--- src/rtl/multicycle_controller_if.sv ---
// ----------------------------------------------------------------------------
// multicycle_controller_if
//   Signal bundle between the multicycle controller and the shared MIPS-subset
//   datapath (IR, ALU/multiplier, data memory, register file).
//
//   Datapath -> controller:
//     Instruction[31:0]  current IR contents
//     BranchTaken        ALU branch-condition result
//     MemReady           data memory access completes this cycle
//   Controller -> datapath:
//     IRWrite, PCWrite, PCSrc[1:0], RegWrite, RegDst, ALUSrc, MemToReg,
//     MemRead[1:0], MemWrite[1:0], Jal, ShiftControl, ALUControl[4:0],
//     InstrDone, Trap, State[2:0]
//
//   master: the controller side.  slave: the datapath side.
// ----------------------------------------------------------------------------
interface multicycle_controller_if;
    logic [31:0] Instruction;
    logic        BranchTaken;
    logic        MemReady;

    logic        IRWrite;
    logic        PCWrite;
    logic [1:0]  PCSrc;
    logic        RegWrite;
    logic        RegDst;
    logic        ALUSrc;
    logic        MemToReg;
    logic [1:0]  MemRead;
    logic [1:0]  MemWrite;
    logic        Jal;
    logic        ShiftControl;
    logic [4:0]  ALUControl;
    logic        InstrDone;
    logic        Trap;
    logic [2:0]  State;

    modport master (
        input  Instruction, BranchTaken, MemReady,
        output IRWrite, PCWrite, PCSrc, RegWrite, RegDst, ALUSrc, MemToReg,
               MemRead, MemWrite, Jal, ShiftControl, ALUControl, InstrDone,
               Trap, State
    );

    modport slave (
        output Instruction, BranchTaken, MemReady,
        input  IRWrite, PCWrite, PCSrc, RegWrite, RegDst, ALUSrc, MemToReg,
               MemRead, MemWrite, Jal, ShiftControl, ALUControl, InstrDone,
               Trap, State
    );
endinterface

--- src/rtl/multicycle_controller.sv ---
// ----------------------------------------------------------------------------
// multicycle_controller
//   Sequencer for the multicycle MIPS-subset datapath. Each instruction walks
//   FETCH -> DECODE -> EXEC -> [MEM] -> [WB]; every control strobe is raised
//   only in the cycle the shared datapath consumes it. EXEC is stretched to
//   MUL_CYCLES cycles for mul, MEM is stretched until MemReady. Undecodable
//   instructions park the controller in TRAP until reset.
//
//   Ports:
//     Clk    rising-edge clock
//     Rst_n  asynchronous active-low reset; all outputs read 0 while low
//     bus    multicycle_controller_if.master (IR, handshakes, strobes, debug)
//
//   Parameter:
//     MUL_CYCLES  EXEC residency for mul, 1..15
// ----------------------------------------------------------------------------
module multicycle_controller #(
    parameter int unsigned MUL_CYCLES = 4
) (
    input  logic                    Clk,
    input  logic                    Rst_n,
    multicycle_controller_if.master bus
);

    typedef enum logic [2:0] {
        S_FETCH  = 3'd0,
        S_DECODE = 3'd1,
        S_EXEC   = 3'd2,
        S_MEM    = 3'd3,
        S_WB     = 3'd4,
        S_TRAP   = 3'd7
    } state_t;

    localparam logic [4:0] ALU_ADD  = 5'b00001;
    localparam logic [4:0] ALU_SUB  = 5'b00010;
    localparam logic [4:0] ALU_MUL  = 5'b00011;
    localparam logic [4:0] ALU_SLL  = 5'b00100;
    localparam logic [4:0] ALU_SRL  = 5'b00101;
    localparam logic [4:0] ALU_AND  = 5'b00110;
    localparam logic [4:0] ALU_OR   = 5'b00111;
    localparam logic [4:0] ALU_XOR  = 5'b01000;
    localparam logic [4:0] ALU_BEQ  = 5'b01100;
    localparam logic [4:0] ALU_NOR  = 5'b01101;
    localparam logic [4:0] ALU_SLT  = 5'b01110;
    localparam logic [4:0] ALU_BNE  = 5'b01111;  // also bgez
    localparam logic [4:0] ALU_BGTZ = 5'b10000;
    localparam logic [4:0] ALU_BLEZ = 5'b10001;
    localparam logic [4:0] ALU_BLTZ = 5'b10010;

    // Last mul_cnt value spent in EXEC; reaching it means MUL_CYCLES cycles.
    localparam logic [3:0] MUL_LAST = 4'(MUL_CYCLES - 1);

    // Instruction classification, recomputed every cycle from the IR.
    typedef struct packed {
        logic       legal;
        logic       is_j;
        logic       is_jal;
        logic       is_jr;
        logic       is_branch;
        logic       is_mul;
        logic       is_rtype;   // writes rd
        logic       is_imm;     // I-type ALU op, immediate operand
        logic       is_shift;   // shamt feeds ALU operand A
        logic       is_load;
        logic       is_store;
        logic [1:0] width;      // 01 word, 10 half, 11 byte
        logic [4:0] alu;
    } dec_t;

    state_t     state;
    logic [3:0] mul_cnt;
    dec_t       dec;

    logic [5:0] op;
    logic [5:0] funct;
    logic [4:0] rt;

    assign op    = bus.Instruction[31:26];
    assign funct = bus.Instruction[5:0];
    assign rt    = bus.Instruction[20:16];

    // rs, rd, shamt and the immediate belong to the datapath, not to decode.
    logic unused_instr_bits;
    assign unused_instr_bits = ^{bus.Instruction[25:21], bus.Instruction[15:6]};

    // ------------------------------------------------------------------------
    // Decode
    // ------------------------------------------------------------------------
    always_comb begin
        // NOTE: every field gets a default before the case so no path leaves
        // a combinational variable unassigned (which would infer a latch).
        dec = '0;
        case (op)
            6'h00: begin
                dec.legal    = 1'b1;
                dec.is_rtype = 1'b1;
                case (funct)
                    6'h20: dec.alu = ALU_ADD;
                    6'h22: dec.alu = ALU_SUB;
                    6'h24: dec.alu = ALU_AND;
                    6'h25: dec.alu = ALU_OR;
                    6'h26: dec.alu = ALU_XOR;
                    6'h27: dec.alu = ALU_NOR;
                    6'h2A: dec.alu = ALU_SLT;
                    6'h00: begin dec.alu = ALU_SLL; dec.is_shift = 1'b1; end
                    6'h02: begin dec.alu = ALU_SRL; dec.is_shift = 1'b1; end
                    6'h08: begin dec.is_jr = 1'b1; dec.is_rtype = 1'b0; end
                    default: dec.legal = 1'b0;
                endcase
            end
            6'h1C: begin
                // SPECIAL2: only mul is implemented.
                if (funct == 6'h02) begin
                    dec.legal  = 1'b1;
                    dec.is_mul = 1'b1;
                    dec.alu    = ALU_MUL;
                end
            end
            6'h01: begin
                // REGIMM: rt selects bltz (0) or bgez (1).
                dec.is_branch = 1'b1;
                if (rt == 5'b00000) begin
                    dec.legal = 1'b1;
                    dec.alu   = ALU_BLTZ;
                end else if (rt == 5'b00001) begin
                    dec.legal = 1'b1;
                    dec.alu   = ALU_BNE;
                end
            end
            6'h02: begin dec.legal = 1'b1; dec.is_j   = 1'b1; end
            6'h03: begin dec.legal = 1'b1; dec.is_jal = 1'b1; end
            6'h04: begin dec.legal = 1'b1; dec.is_branch = 1'b1; dec.alu = ALU_BEQ;  end
            6'h05: begin dec.legal = 1'b1; dec.is_branch = 1'b1; dec.alu = ALU_BNE;  end
            6'h06: begin dec.legal = 1'b1; dec.is_branch = 1'b1; dec.alu = ALU_BLEZ; end
            6'h07: begin dec.legal = 1'b1; dec.is_branch = 1'b1; dec.alu = ALU_BGTZ; end
            6'h08: begin dec.legal = 1'b1; dec.is_imm = 1'b1; dec.alu = ALU_ADD; end
            6'h0A: begin dec.legal = 1'b1; dec.is_imm = 1'b1; dec.alu = ALU_SLT; end
            6'h0C: begin dec.legal = 1'b1; dec.is_imm = 1'b1; dec.alu = ALU_AND; end
            6'h0D: begin dec.legal = 1'b1; dec.is_imm = 1'b1; dec.alu = ALU_OR;  end
            6'h0E: begin dec.legal = 1'b1; dec.is_imm = 1'b1; dec.alu = ALU_XOR; end
            6'h20: begin dec.legal = 1'b1; dec.is_load  = 1'b1; dec.width = 2'b11; dec.alu = ALU_ADD; end
            6'h21: begin dec.legal = 1'b1; dec.is_load  = 1'b1; dec.width = 2'b10; dec.alu = ALU_ADD; end
            6'h23: begin dec.legal = 1'b1; dec.is_load  = 1'b1; dec.width = 2'b01; dec.alu = ALU_ADD; end
            6'h28: begin dec.legal = 1'b1; dec.is_store = 1'b1; dec.width = 2'b11; dec.alu = ALU_ADD; end
            6'h29: begin dec.legal = 1'b1; dec.is_store = 1'b1; dec.width = 2'b10; dec.alu = ALU_ADD; end
            6'h2B: begin dec.legal = 1'b1; dec.is_store = 1'b1; dec.width = 2'b01; dec.alu = ALU_ADD; end
            default: ;
        endcase
    end

    // ------------------------------------------------------------------------
    // State sequencing
    // ------------------------------------------------------------------------
    always_ff @(posedge Clk or negedge Rst_n) begin
        // NOTE: sequential state uses non-blocking assignments so every flop
        // samples pre-edge values regardless of statement order.
        if (!Rst_n) begin
            state   <= S_FETCH;
            mul_cnt <= '0;
        end else begin
            case (state)
                S_FETCH: state <= S_DECODE;
                S_DECODE: begin
                    if (!dec.legal)
                        state <= S_TRAP;
                    else if (dec.is_j || dec.is_jal || dec.is_jr)
                        state <= S_FETCH;
                    else
                        state <= S_EXEC;
                end
                S_EXEC: begin
                    if (dec.is_branch) begin
                        state <= S_FETCH;
                    end else if (dec.is_mul) begin
                        if (mul_cnt < MUL_LAST) begin
                            mul_cnt <= mul_cnt + 4'd1;
                        end else begin
                            mul_cnt <= '0;
                            state   <= S_WB;
                        end
                    end else if (dec.is_load || dec.is_store) begin
                        state <= S_MEM;
                    end else begin
                        state <= S_WB;
                    end
                end
                S_MEM: begin
                    if (bus.MemReady)
                        state <= dec.is_store ? S_FETCH : S_WB;
                end
                S_WB:    state <= S_FETCH;
                S_TRAP:  state <= S_TRAP;
                default: state <= S_FETCH;
            endcase
        end
    end

    // ------------------------------------------------------------------------
    // Control strobes: decoded from registered state plus the IR
    // ------------------------------------------------------------------------
    always_comb begin
        bus.IRWrite      = 1'b0;
        bus.PCWrite      = 1'b0;
        bus.PCSrc        = 2'b00;
        bus.RegWrite     = 1'b0;
        bus.RegDst       = 1'b0;
        bus.ALUSrc       = 1'b0;
        bus.MemToReg     = 1'b0;
        bus.MemRead      = 2'b00;
        bus.MemWrite     = 2'b00;
        bus.Jal          = 1'b0;
        bus.ShiftControl = 1'b0;
        bus.ALUControl   = 5'b00000;
        bus.InstrDone    = 1'b0;
        bus.Trap         = 1'b0;
        bus.State        = 3'd0;

        // Rst_n gates the whole decode: the state register already holds
        // FETCH during reset, but FETCH itself raises IRWrite/PCWrite.
        if (Rst_n) begin
            bus.State = state;
            case (state)
                S_FETCH: begin
                    bus.IRWrite = 1'b1;
                    bus.PCWrite = 1'b1;
                end
                S_DECODE: begin
                    if (dec.legal) begin
                        if (dec.is_j || dec.is_jal) begin
                            bus.PCWrite   = 1'b1;
                            bus.PCSrc     = 2'b10;
                            bus.InstrDone = 1'b1;
                        end
                        if (dec.is_jal) begin
                            bus.RegWrite = 1'b1;
                            bus.Jal      = 1'b1;
                        end
                        if (dec.is_jr) begin
                            bus.PCWrite   = 1'b1;
                            bus.PCSrc     = 2'b11;
                            bus.InstrDone = 1'b1;
                        end
                    end
                end
                S_EXEC: begin
                    bus.ALUControl   = dec.alu;
                    bus.ALUSrc       = dec.is_imm | dec.is_load | dec.is_store;
                    bus.ShiftControl = dec.is_shift;
                    if (dec.is_branch) begin
                        bus.PCWrite   = bus.BranchTaken;
                        bus.PCSrc     = 2'b01;
                        bus.InstrDone = 1'b1;
                    end
                end
                S_MEM: begin
                    // Address operands stay selected for the whole access.
                    bus.ALUControl = ALU_ADD;
                    bus.ALUSrc     = 1'b1;
                    if (dec.is_load)
                        bus.MemRead = dec.width;
                    else
                        bus.MemWrite = dec.width;
                    bus.InstrDone = bus.MemReady & dec.is_store;
                end
                S_WB: begin
                    bus.RegWrite  = 1'b1;
                    bus.RegDst    = dec.is_rtype | dec.is_mul;
                    bus.MemToReg  = ~dec.is_load;
                    bus.InstrDone = 1'b1;
                end
                S_TRAP: bus.Trap = 1'b1;
                default: ;
            endcase
        end
    end

endmodule

--- src/flat_wrapper.sv ---
// flat-port wrapper written by rule: the top's interface ports become plain ports
module multicycle_controller_flat 
#(
    parameter int unsigned MUL_CYCLES = 4
)
  (Clk, Rst_n, bus_Instruction, bus_BranchTaken, bus_MemReady, bus_IRWrite, bus_PCWrite, bus_PCSrc, bus_RegWrite, bus_RegDst, bus_ALUSrc, bus_MemToReg, bus_MemRead, bus_MemWrite, bus_Jal, bus_ShiftControl, bus_ALUControl, bus_InstrDone, bus_Trap, bus_State);
  multicycle_controller_if bus_i ();
  input  logic Clk;
  input  logic Rst_n;
  input wire logic [$bits(bus_i.Instruction)-1:0] bus_Instruction;
  input wire logic [$bits(bus_i.BranchTaken)-1:0] bus_BranchTaken;
  input wire logic [$bits(bus_i.MemReady)-1:0] bus_MemReady;
  output wire logic [$bits(bus_i.IRWrite)-1:0] bus_IRWrite;
  output wire logic [$bits(bus_i.PCWrite)-1:0] bus_PCWrite;
  output wire logic [$bits(bus_i.PCSrc)-1:0] bus_PCSrc;
  output wire logic [$bits(bus_i.RegWrite)-1:0] bus_RegWrite;
  output wire logic [$bits(bus_i.RegDst)-1:0] bus_RegDst;
  output wire logic [$bits(bus_i.ALUSrc)-1:0] bus_ALUSrc;
  output wire logic [$bits(bus_i.MemToReg)-1:0] bus_MemToReg;
  output wire logic [$bits(bus_i.MemRead)-1:0] bus_MemRead;
  output wire logic [$bits(bus_i.MemWrite)-1:0] bus_MemWrite;
  output wire logic [$bits(bus_i.Jal)-1:0] bus_Jal;
  output wire logic [$bits(bus_i.ShiftControl)-1:0] bus_ShiftControl;
  output wire logic [$bits(bus_i.ALUControl)-1:0] bus_ALUControl;
  output wire logic [$bits(bus_i.InstrDone)-1:0] bus_InstrDone;
  output wire logic [$bits(bus_i.Trap)-1:0] bus_Trap;
  output wire logic [$bits(bus_i.State)-1:0] bus_State;
  assign bus_i.Instruction = bus_Instruction;
  assign bus_i.BranchTaken = bus_BranchTaken;
  assign bus_i.MemReady = bus_MemReady;
  assign bus_IRWrite = bus_i.IRWrite;
  assign bus_PCWrite = bus_i.PCWrite;
  assign bus_PCSrc = bus_i.PCSrc;
  assign bus_RegWrite = bus_i.RegWrite;
  assign bus_RegDst = bus_i.RegDst;
  assign bus_ALUSrc = bus_i.ALUSrc;
  assign bus_MemToReg = bus_i.MemToReg;
  assign bus_MemRead = bus_i.MemRead;
  assign bus_MemWrite = bus_i.MemWrite;
  assign bus_Jal = bus_i.Jal;
  assign bus_ShiftControl = bus_i.ShiftControl;
  assign bus_ALUControl = bus_i.ALUControl;
  assign bus_InstrDone = bus_i.InstrDone;
  assign bus_Trap = bus_i.Trap;
  assign bus_State = bus_i.State;
  multicycle_controller #(.MUL_CYCLES(MUL_CYCLES)) u_core (.Clk(Clk), .Rst_n(Rst_n), .bus(bus_i));
endmodule
--- config.mk ---
export PLATFORM = sky130hd
export DESIGN_NAME = multicycle_controller_flat
export DESIGN_NICKNAME = d
export VERILOG_FILES = /design/src/rtl/multicycle_controller_if.sv /design/src/rtl/multicycle_controller.sv /design/src/flat_wrapper.sv
export SDC_FILE = /design/constraint.sdc
export NUM_CORES = 1
export LEC_CHECK = 0
export CAP_MARGIN = 0
export CORE_UTILIZATION = 40
export DETAILED_ROUTE_END_ITERATION = 8
export GPL_TIMING_DRIVEN = 0
export MAX_ROUTING_LAYER = met4
export PLACE_DENSITY = 0.8
export RECOVER_POWER = 100
export SYNTH_ARGS = -nofsm -noshare
export SYNTH_HDL_FRONTEND = slang
export SYNTH_SLANG_ARGS = --single-unit
export TNS_END_PERCENT = 50
--- constraint.sdc ---
create_clock -name Clk -period 2.4 [get_ports Clk]
set_input_delay 0.24 -clock Clk [delete_from_list [all_inputs] [get_ports Clk]]
set_output_delay 0.24 -clock Clk [all_outputs]
set_load 0.03 [all_outputs]
# After elaboration in Yosys (flattened, before gate mapping)
# Cells that the tools add are included.
[word_totals]
out_inout_bits = 24
wordCells = 142
regBits = 7
in_bits = 36
[op_classes]
bitwise_logic = 6
reduce_logical = 20
mux = 76
n_lt_le_gt_ge = 1
addsub = 1
eq_ne = 36
[ops]
columns = ["cell", "n"]
rows = [
  ["$eq 6x6->1 const B", 13],
  ["$pmux 5 s12", 1],
  ["$mux 1", 41],
  ["$eq 6x4->1 const B", 6],
  ["$pmux 4 s9", 1],
  ["$eq 6x3->1 const B", 4],
  ["$mux 2", 12],
  ["$mux 3", 8],
  ["$eq 6x2->1 const B", 3],
  ["$reduce_or 17->1", 1],
  ["$pmux 3 s5", 1],
  ["$logic_not 6->1", 2],
  ["$mux 5", 2],
  ["$pmux 5 s2", 1],
  ["$reduce_or 10->1", 1],
  ["$reduce_or 5->1", 2],
  ["$mux 4", 2],
  ["$pmux 1 s4", 2],
  ["$reduce_or 2->1", 4],
  ["$reduce_or 7->1", 1],
  ["$eq 3x2->1 const B", 2],
  ["$eq 3x3->1 const B", 2],
  ["$eq 6x1->1 const B", 1],
  ["$eq 6x5->1 const B", 1],
  ["19 further kinds", 26],
]

# Logic depth before layout (Yosys ltp)
# Gate-level depths: netlist (run 1).
[logic_depth]
ltp_word = 8
depth_mapped = 7
depth_no_buf = 5

# Worst setup path after synthesis (run 1)
# OpenSTA, ideal clock, no wires.
[synth_timing]
path_type = "input to output"
from = "input bus_Instruction[30]"
to = "output bus_ShiftControl"
path_slack_ns = -0.114
required_time_ns = 2.160
t_arrival_ns = 2.274
path_buffers = 1
cell_stages = 4
cell_sequence = "clkbuf_1 -> or4_1 -> or3_1 -> nor4_1"
[synth_between]
elab_chain_cells = 4
[synth_lines]
columns = ["element", "line", "source"]
rows = [
  ["start: declaration", "flat_wrapper.sv:10", "input wire logic [$bits(bus_i.Instruction)-1:0] bus_Instruction;"],
  ["$logic_not 6->1", "multicycle_controller.sv:93", "case (op)"],
  ["$mux 1", "multicycle_controller.sv:93", ""],
  ["$mux 1", "multicycle_controller.sv:222", "case (state)"],
  ["$mux 1", "multicycle_controller.sv:220", "if (Rst_n) begin"],
  ["end: declaration", "flat_wrapper.sv:23", "output wire logic [$bits(bus_i.ShiftControl)-1:0] bus_ShiftControl;"],
]
# No other way between the ends.

# Final worst setup path (run 1)
[layout_timing]
from = "input bus_Instruction[30]"
to = "output bus_ALUControl[0]"
[layout_between]
elab_chain_cells = 5
elab_cells_between_ends = 22
cone_classes = "eq/ne: 17; mux: 3; reduce/logical: 2"
[layout_lines]
columns = ["element", "line", "source"]
rows = [
  ["$eq 6x4->1 or $eq 6x6->1 (tied branches)", "multicycle_controller.sv:93", ""],
  ["$reduce_or 7->1 (no source line)", "n/a", ""],
  ["$pmux 5 s12 *", "multicycle_controller.sv:93", ""],
  ["$pmux 5 s2 *", "multicycle_controller.sv:222", ""],
  ["$mux 5 *", "multicycle_controller.sv:220", ""],
  ["end: declaration", "flat_wrapper.sv:24", "output wire logic [$bits(bus_i.ALUControl)-1:0] bus_ALUControl;"],
]
# Every way passes the cells marked *; elsewhere a longest branch is shown, timed or not.

==> results.sh, run 1 <==
export IMPL_vias=1647
export IMPL_die_w_um=55.21
export IMPL_fmax_ghz=0.4176
export IMPL_synth_top_family_by_area="simple AND/OR/NAND/NOR gates"
export IMPL_fin_crit_ns=2.395
export IMPL_fin_skew_ns=0.006664
export IMPL_synth_top_area_share=0.1547
export IMPL_finalHoldViolCount=0
export IMPL_ir_drop_mv=0.5404
export IMPL_yosysTopAreaCell="dfrtp_1"
export IMPL_synthXorXnorAreaFrac=0.007735
export IMPL_synth_nets=213
export IMPL_grt_max_degree=16
export IMPL_power_switching_mw=0.4439
export IMPL_gp_congestion=0.9061
export IMPL_grt_pass1_wl_um=6561
export IMPL_rsz0062_at_grt="true"
export IMPL_syn_to_final_growth_pct=52.60
export IMPL_hold_class="flip-flop to flip-flop"
export IMPL_worstSetupPathType="input pin to output port"
export IMPL_slew_violations=0
export IMPL_synth_area_leaders="dfrtp_1 (15%), nand2_1 (6.6%), nor2_1 (6.0%)"
export IMPL_avgRoutedWirePerCell_um=16.22
export IMPL_cp_start_kind="input pin"
export IMPL_nets=270
export IMPL_netlist_area_mm2=0.001132
export IMPL_cts_sinks=7
export IMPL_post_dp_cell_area_mm2=0.001597
export IMPL_synth_cell_type_count=43
export IMPL_fp_dieH_um=55.21
export IMPL_drive_gt1_frac=0.1983
export IMPL_vias_per_cell=6.286
export IMPL_tritoncts="done"
export IMPL_cts_buffers=3
export IMPL_p_comb_frac=0.650
export IMPL_synthMuxAreaShare=0
export IMPL_h_tree_depth=1
export IMPL_path_clk_slew_ns=0.06
export IMPL_placementRows=18
export IMPL_synthFlopType="dfrtp_1"
export IMPL_synth_warnings=0
export IMPL_gr_total_overflow=0
export IMPL_cts_root_buf="clkbuf_4"
export IMPL_yosys_area_share_simple=0.4696
export IMPL_synth_fa_ha_area_frac=0.01105
export IMPL_crit_reg2reg_capture="u_core.mul_cnt[0]"
export IMPL_synth_compound_area_frac=0.2961
export IMPL_grt_pass1_vias=1418
export IMPL_diodes=0
export IMPL_cap_violations=0
export IMPL_leakage_nw=0.7429
export IMPL_finalSetupViolations=0
export IMPL_crit_end="bus_ALUControl[0]"
export IMPL_portBuffers=42
export IMPL_slew_headroom=0.6890
export IMPL_start_util=0.4410
export IMPL_switching_share=0.5158
export IMPL_multi_input_area_um2=957.2
export IMPL_yosysSeqAreaShare=0.1547
export IMPL_final_common_cell="nand2_1"
export IMPL_ios=60
export IMPL_synth_cells=176
export IMPL_tightestPinTransition_ns=0.4665
export IMPL_clockPowerShare=0.142
export IMPL_drc_errors=0
export IMPL_hpwl_um=3056
export IMPL_n_fill_cell=230
export IMPL_ys_seq_elements=7
export IMPL_drtPass1Iterations=5
export IMPL_synth_edf_count=0
export IMPL_clkLatencyLatePin_ns=0.27
export IMPL_worst_ep_arrival_time_ns=2.15
export IMPL_post_place_cells=248
export IMPL_core_area_mm2=0.002567
export IMPL_cts_buffer_depth=2
export IMPL_wl_um=4249
export IMPL_status="complete, no violations"
export IMPL_critPathMaxFanout=4
export IMPL_p_per_area_mw_per_mm2=498.1
export IMPL_gr_usage_all_layers=0.2692
export IMPL_pwr_share_seq=0.208
export IMPL_period_share=0.9978
export IMPL_worstSetupEndpointType="output port"
export IMPL_p_int_mw=0.4167
export IMPL_ff2ff_path_depth=5
export IMPL_async_flop_share=1.000
export IMPL_most_common_layout_cells="nand2_1 (20), nor2_1 (18), o21ai_0 (12), a21oi_1 (12), clkbuf_1 (11)"
export IMPL_synth_avg_cell_area_um2=6.434
export IMPL_reg2reg_from="u_core.state[0]"
export IMPL_required_ns=2.16
export IMPL_seq_area_um2=175.2
export IMPL_postRouteAntennaNets=0
export IMPL_cp_startpoint="bus_Instruction[30]"
export IMPL_dr_first_iter_drc_count=88
export IMPL_antenna_found_initial=0
export IMPL_reg2reg_setup_slack_ns=0.46
export IMPL_fin_cells=262
export IMPL_finalInstanceArea_mm2=0.001728
export IMPL_die_area_mm2=0.003048
-- worst min path at each step --
stage                                  from                end  slack [ns]  depth (start not counted)
after floorplan                       Rst_n  u_core.mul_cnt[0]       -0.06                          0
after global placement    u_core.mul_cnt[1]  u_core.mul_cnt[1]        0.47                          2
after detailed placement  u_core.mul_cnt[0]  u_core.mul_cnt[0]        0.49                          1
after CTS                             Rst_n    u_core.state[2]        0.07                          1
after global routing      u_core.mul_cnt[0]  u_core.mul_cnt[0]        0.52                          1
final                     u_core.mul_cnt[0]  u_core.mul_cnt[0]        0.49                          1
-- power by group through the flow --
| stage | logic (mW) | clock network, mW | registers (mW) |
|---|---|---|---|
| after floorplan | 0.356 | 0 | 0.169 |
| after global placement | 0.527 | 0 | 0.175 |
| after detailed placement | 0.542 | 0 | 0.177 |
| after CTS | 0.545 | 0.118 | 0.175 |
| after global routing | 0.595 | 0.126 | 0.186 |
| final | 0.559 | 0.122 | 0.179 |
-- cell type report --
type / count / share of cell area
Timing Repair Buffer: 52 / 0.2520
Buffer: 12 / 0.04272
Clock buffer: 4 / 0.01521
Multi-Input combinational cell: 151 / 0.5539
Inverter: 6 / 0.01303
Tap cell: 30 / 0.02172
Sequential cell: 7 / 0.1014
-- cells by family (layout without fill, tap and decap cells) --
family	Yosys count	in the layout
AND/OR/NAND/NOR	98	98
adder cells (fa/ha/maj)	1	1
XOR/XNOR	1	1
AO/OA/AOI/OAI	51	51
flip-flops	7	7
buffers and inverters	18	74
-- flip-flops by register name, summed over array words and instances (netlist names) --
register,count
u_core.mul_cnt,4
u_core.state,3
-- Yosys cell counts, types with 5 or more instances --
cell and n:
nand3_1 7, dfrtp_1 7, clkbuf_1 11, nor4_1 7
a21oi_1 12, o21ai_0 12, nand2b_1 10, inv_1 6
nand2_1 20, and2_1 5, nor2_1 18, nor3_1 9
-- per-stage QoR --
stage | utilization | total power [mW] | hold slack, ns | setup WS [ns] | TNS [ns]
4_1_cts | 0.6637 | 0.8379 | 0.07374 | -0.01786 | -0.02030
3_5_place_dp | 0.6218 | 0.7193 | 0.4876 | -1.084 | -14.22
6_report | 0.6730 | 0.8606 | 0.4911 | 0.005375 | 0
3_3_place_gp | 0.6218 | 0.7025 | 0.4730 | -1.088 | -13.84
5_1_grt | 0.6730 | 0.9067 | 0.5181 | -0.05235 | -0.1037
2_1_floorplan | - | 0.5250 | -0.05559 | 0.01946 | 0
-- what timing repair did --
item                                    4_1_cts  5_1_grt
setup buffers                                 4        5
hold buffers                                  0        1
pin swaps                                     6        6
endpoints found under the setup margin       23       16
hold endpoints to repair                      0        7
gates resized for setup                      93       31
-- worst max-delay path, cell delays in order --
cell and delay (ns):
clkdlybuf4s15_2 0.20, clkbuf_8 0.14, or4_4 0.56, or3_4 0.40, o41ai_4 0.26, o311a_1 0.22, buf_6 0.14
-- per-layer routing --
| layer | share of wire | vias up | wire (um) | global-route usage |
|---|---|---|---|---|
| met5 | 0 | - | 0 | - |
| met4 | 0.023 | 0 | 96 | 0.08929 |
| met3 | 0.076 | 13 | 322 | 0.03044 |
| met2 | 0.48 | 90 | 2048 | 0.4337 |
| met1 | 0.42 | 774 | 1781 | 0.3512 |
| li1 | - | 770 | - | - |
(Power assumes the default switching activity.)
==> inputs of run 2 (changes only) <==
GPL_TIMING_DRIVEN = default   (was 0)
==> run 2 against run 1 <==
Cell area increased by 3.1%. Routed wire length down 6.3%. Die area unchanged. Critical path depth unchanged. Sequential power grew 12%. Global-route usage is 0.11 points higher.
==> results.sh, run 2 (synthesis gave the netlist of run 1 again) <==
export IMPL_vias_per_cell=6.052
export IMPL_gr_usage_all_layers=0.2703
export IMPL_post_dp_cell_area_mm2=0.001748
export IMPL_h_tree_depth=1
export IMPL_die_area_mm2=0.003048
export IMPL_period_share=0.9918
export IMPL_start_util=0.4410
export IMPL_cap_violations=0
export IMPL_portBuffers=44
export IMPL_finalSetupViolations=0
export IMPL_worst_ep_arrival_time_ns=2.51
export IMPL_diodes=0
export IMPL_status="complete, no violations"
export IMPL_largest_reg_flops=4
export IMPL_core_area_mm2=0.002567
export IMPL_worst_slack_ns=0.01978
export IMPL_cts_root_buf="clkbuf_4"
export IMPL_drtPass1Iterations=5
export IMPL_post_place_cells=268
export IMPL_cts_buffers=3
export IMPL_cts_buffer_depth=2
export IMPL_required_ns=2.53
export IMPL_largestRegisters="u_core.mul_cnt x4, u_core.state x3"
export IMPL_hold_class="input pin to async pin"
export IMPL_top_register="u_core.mul_cnt"
export IMPL_hpwl_um=3135
export IMPL_critPathMaxFanout=6
export IMPL_gr_total_overflow=0
export IMPL_worstSetupEndpointType="flip-flop"
export IMPL_most_common_layout_cells="buf_4 (32), nand2_1 (20), nor2_1 (16)"
export IMPL_avgRoutedWirePerCell_um=14.70
export IMPL_n_fill_cell=233
export IMPL_finalHoldViolCount=0
export IMPL_finalInstanceArea_mm2=0.001782
export IMPL_reg2reg_setup_slack_ns=0.39
export IMPL_gr_usage_met1=0.3386
export IMPL_path_delay_family="simple AND/OR/NAND/NOR gates"
export IMPL_busiest_layer="met2"
export IMPL_tritoncts="done"
export IMPL_fin_crit_ns=2.380
export IMPL_final_common_cell="buf_4"
export IMPL_tightestPinTransition_ns=0.4350
export IMPL_fin_util=0.6940
export IMPL_vias=1640
export IMPL_syn_to_final_growth_pct=57.35
export IMPL_drive_gt1_frac=0.2448
export IMPL_crit_buf_inv=2
export IMPL_grt_pass1_vias=1480
export IMPL_antenna_found_initial=0
export IMPL_nets=279
export IMPL_crit_slowest_cell="or4_4"
export IMPL_clkLatencyLatePin_ns=0.25
export IMPL_ios=60
export IMPL_rsz0062_at_grt="true"
export IMPL_fin_cells=271
export IMPL_leakage_nw=0.8053
export IMPL_cts_sinks=7
export IMPL_worstPathCellList="clkdlybuf4s50_1 > or3b_1 > or4_4 > or3b_1 > clkbuf_1 > o41ai_1 > a21oi_1"
export IMPL_grt_max_degree=16
export IMPL_path_clk_slew_ns=0.05
export IMPL_drc_errors=0
export IMPL_ir_drop_mv=0.5975
export IMPL_met3_usage=0.05855
export IMPL_finalSetupTns_ns=0
export IMPL_fp_dieH_um=55.21
export IMPL_slew_headroom=0.7100
export IMPL_slew_violations=0
export IMPL_placementRows=18
export IMPL_dr_first_iter_drc_count=111
export IMPL_die_w_um=55.21
export IMPL_grtUsageMet2=0.4441
export IMPL_postRouteAntennaNets=0
export IMPL_gp_congestion=0.9013
export IMPL_crit_top_cell="or3b_1"
export IMPL_fmax_ghz=0.4201
export IMPL_wl_um=3983
export IMPL_fin_skew_ns=0.005385
export IMPL_post_place_ws_ns=-0.4052
export IMPL_cp_start_kind="input pin"
export IMPL_critical_path_max_stage_delay_ns=0.46
export IMPL_worstSetupPathType="input pin to flip-flop"
export IMPL_p_per_area_mw_per_mm2=471.9
export IMPL_grt_pass1_wl_um=6582
[run 2: cell types whose count changed in the layout (fill, tap and decap cells not counted), sizes merged, moves of 2 or more]
cell	before	now
dlygate4sd3	6	3
dlymetal6s2s	1	3
clkdlybuf4s15	2	0
clkdlybuf4s50	8	14
buf	13	36
dlygate4sd2	9	4
clkbuf	27	17
[run 2: what timing repair did]
item                                    4_1_cts  5_1_grt
setup buffers                                 0        0
endpoints found under the hold margin         0        0
endpoints found under the setup margin       10       10
hold buffers                                  0        0
resized for setup                            13       12
pin swaps                                     6        4
[run 2: through the flow]
| stage | power (mW) | hold WS [ns] |
|---|---|---|
| 6_report | 0.8408 | 0.4138 |
| 5_1_grt | 0.9044 | 0.4773 |
| 4_1_cts | 0.8442 | 0.3204 |
| 3_5_place_dp | 0.7295 | 0.4915 |
| 3_3_place_gp | 0.7160 | 0.4769 |
| 2_1_floorplan | 0.5250 | -0.05559 |
[run 2: where the power goes]
part | switching (mW) | internal, mW
clock | 0.0437 | 0.0635
sequential | 0.0574 | 0.142
combinational | 0.316 | 0.218
[run 2: layout make-up]
cell class	count	area [um^2]	area share
tap	30	37.54	0.02107
multi-input combinational	151	948.4	0.5323
timing repair buffer	73	571.8	0.3209
inverter	6	22.52	0.01264
sequential	7	175.2	0.09831
clock buffer	4	26.28	0.01475
[run 2: per-layer routing]
layer / up-vias / part of all wire
li1: 789 / -
met1: 744 / 0.42
met2: 93 / 0.49
met3: 14 / 0.073
met4: 0 / 0.017
met5: - / 0
[run 2: path summary, 6_finish.rpt]
check,depth (start not counted),start,endpoint
min in group Clk,1,u_core.mul_cnt[0],u_core.mul_cnt[0]
hold / removal,2,Rst_n,u_core.state[0]
hold reg to reg,1,u_core.mul_cnt[0],u_core.mul_cnt[0]
setup / recovery,7,bus_Instruction[26],u_core.state[2]
max in group asynchronous,2,Rst_n,u_core.mul_cnt[3]
setup reg to reg,5,u_core.state[1],u_core.state[2]
==> inputs of run 3 (changes only) <==
CTS_BUF_LIST = sky130_fd_sc_hd__clkbuf_2   (was default)
==> run 3 against run 2 <==
Total power is 3.0% lower. Highest routed layer unchanged. Non-clock buffer count up 1. Clock-buffer cell count is the same. Worst setup slack improved by 0.020 ns. Worst hold slack gained 0.027 ns. Final cell count up 0.37%. Sequential power hardly changed. Register-to-register slack got worse by 0.03 ns. Clock skew about the same. Die area did not move.
==> results.sh, run 3 (synthesis gave the netlist of run 1 again) <==
export IMPL_clockPowerShare=0.107
export IMPL_slew_violations=0
export IMPL_most_common_layout_cells="buf_4 (31), nand2_1 (20), nor2_1 (17)"
export IMPL_reg2reg_setup_slack_ns=0.36
export IMPL_period_share=0.9834
export IMPL_vias_per_cell=6.000
export IMPL_placementRows=18
export IMPL_leakage_nw=0.7829
export IMPL_pwr_share_seq=0.245
export IMPL_final_common_cell="buf_4"
export IMPL_cts_sinks=7
export IMPL_cts_root_buf="clkbuf_2"
export IMPL_cts_buffer_depth=2
export IMPL_wl_um=4088
export IMPL_p_comb_frac=0.648
export IMPL_switching_share=0.5082
export IMPL_dr_first_iter_drc_count=98
export IMPL_path_delay_family="simple AND/OR/NAND/NOR gates"
export IMPL_clkLatencyLatePin_ns=0.23
export IMPL_postRouteAntennaNets=0
export IMPL_grt_max_degree=16
export IMPL_worst_ep_arrival_time_ns=2.12
export IMPL_crit_slowest_cell="or4_4"
export IMPL_n_fill_cell=233
export IMPL_fp_dieH_um=55.21
export IMPL_cp_start_kind="input pin"
export IMPL_critical_path_max_stage_delay_ns=0.53
export IMPL_top_register="u_core.mul_cnt"
export IMPL_portBuffers=44
export IMPL_hpwl_um=3135
export IMPL_status="complete, no violations"
export IMPL_die_area_mm2=0.003048
export IMPL_grt_pass1_wl_um=6686
export IMPL_whs_ns=0.4404
export IMPL_cts_setup_buffers=0
export IMPL_worstSetupEndpointType="output port"
export IMPL_critPathMaxFanout=4
export IMPL_start_util=0.4410
export IMPL_gr_total_overflow=0
export IMPL_power_switching_mw=0.4147
export IMPL_finalHoldViolCount=0
export IMPL_p_int_mw=0.4013
export IMPL_ir_drop_mv=0.5538
export IMPL_diodes=0
export IMPL_worstSetupPathType="input pin to output port"
export IMPL_die_w_um=55.21
export IMPL_cap_violations=0
export IMPL_fin_crit_ns=2.360
export IMPL_gp_congestion=0.9013
export IMPL_h_tree_depth=1
export IMPL_hold_class="input pin to async pin"
export IMPL_worstPathCellList="dlygate4sd2_1 > or4_4 > or3_4 > o41ai_4 > o311a_1 > buf_6"
export IMPL_vias=1632
export IMPL_drc_errors=0
export IMPL_avgRoutedWirePerCell_um=15.03
export IMPL_largest_reg_flops=4
export IMPL_p_per_area_mw_per_mm2=460.9
export IMPL_path_clk_slew_ns=0.07
export IMPL_finalSetupViolations=0
export IMPL_cts_buffers=3
export IMPL_core_area_mm2=0.002567
export IMPL_rsz0062_at_grt="true"
export IMPL_largestRegisters="u_core.mul_cnt x4, u_core.state x3"
export IMPL_post_dp_cell_area_mm2=0.001748
export IMPL_tritoncts="done"
export IMPL_antenna_found_initial=0
export IMPL_ios=60
export IMPL_crit_buf_inv=2
export IMPL_finalInstanceArea_mm2=0.001770
export IMPL_fin_skew_ns=0.005460
export IMPL_drive_gt1_frac=0.2397
export IMPL_gr_usage_all_layers=0.2722
export IMPL_syn_to_final_growth_pct=56.35
export IMPL_grt_pass1_vias=1490
export IMPL_tightestPinTransition_ns=0.4562
export IMPL_finalSetupTns_ns=0
export IMPL_drtPass1Iterations=4
export IMPL_fmax_ghz=0.4237
export IMPL_required_ns=2.16
export IMPL_nets=280
export IMPL_slew_headroom=0.6959
==> run 3: worst paths after layout <==
path	to	depth (start not counted)	startpoint
setup / recovery	bus_ALUControl[0]	6	bus_Instruction[29]
hold / removal	u_core.state[0]	2	Rst_n
setup reg to reg	u_core.mul_cnt[0]	4	u_core.state[1]
hold reg to reg	u_core.mul_cnt[0]	1	u_core.mul_cnt[0]
max in group asynchronous	u_core.mul_cnt[1]	2	Rst_n
min in group Clk	u_core.mul_cnt[0]	1	u_core.mul_cnt[0]
==> run 3: routing by layer <==
metal	vias to the layer above	GRT usage	share of wire
li1	786	-	-
met1	755	0.3396	0.42
met2	83	0.4561	0.50
met3	8	0.05855	0.073
met4	0	0.05000	0.011
met5	-	-	0
==> run 3: final cells by class <==
class                           instances  area [um^2]  share of cell area
Tap cell                               30        37.54             0.02120
Clock buffer                            4        20.02             0.01131
Sequential cell                         7        175.2             0.09894
Inverter                                6        22.52             0.01272
Multi-Input combinational cell        151        937.1              0.5293
Timing Repair Buffer                   74        578.1              0.3265
==> run 3: stage by stage <==
step | total power, mW | std cells | util | setup WS [ns]
2_1_floorplan | 0.5250 | 176 | - | 0.01946
5_1_grt | 0.8794 | 272 | 0.6896 | -0.001620
3_5_place_dp | 0.7295 | 268 | 0.6808 | -0.4052
6_report | 0.8160 | 272 | 0.6896 | 0.03985
4_1_cts | 0.8212 | 272 | 0.7013 | 0.007227
3_3_place_gp | 0.7160 | 268 | 0.6808 | -0.3497
==> run 3: what timing repair did <==
item | in CTS | in global routing
hold buffers | 0 | 0
resized for setup | 17 | 6
setup endpoints to repair | 10 | 6
pin swaps | 7 | 2
==> run 3: power by group through the flow <==
stage	Combinational [mW]	Clock, mW	Sequential (mW)
5_1_grt	0.570	0.102	0.208
6_report	0.529	0.0870	0.200
2_1_floorplan	0.356	0	0.169
3_3_place_gp	0.521	0	0.195
4_1_cts	0.536	0.0902	0.195
3_5_place_dp	0.532	0	0.198
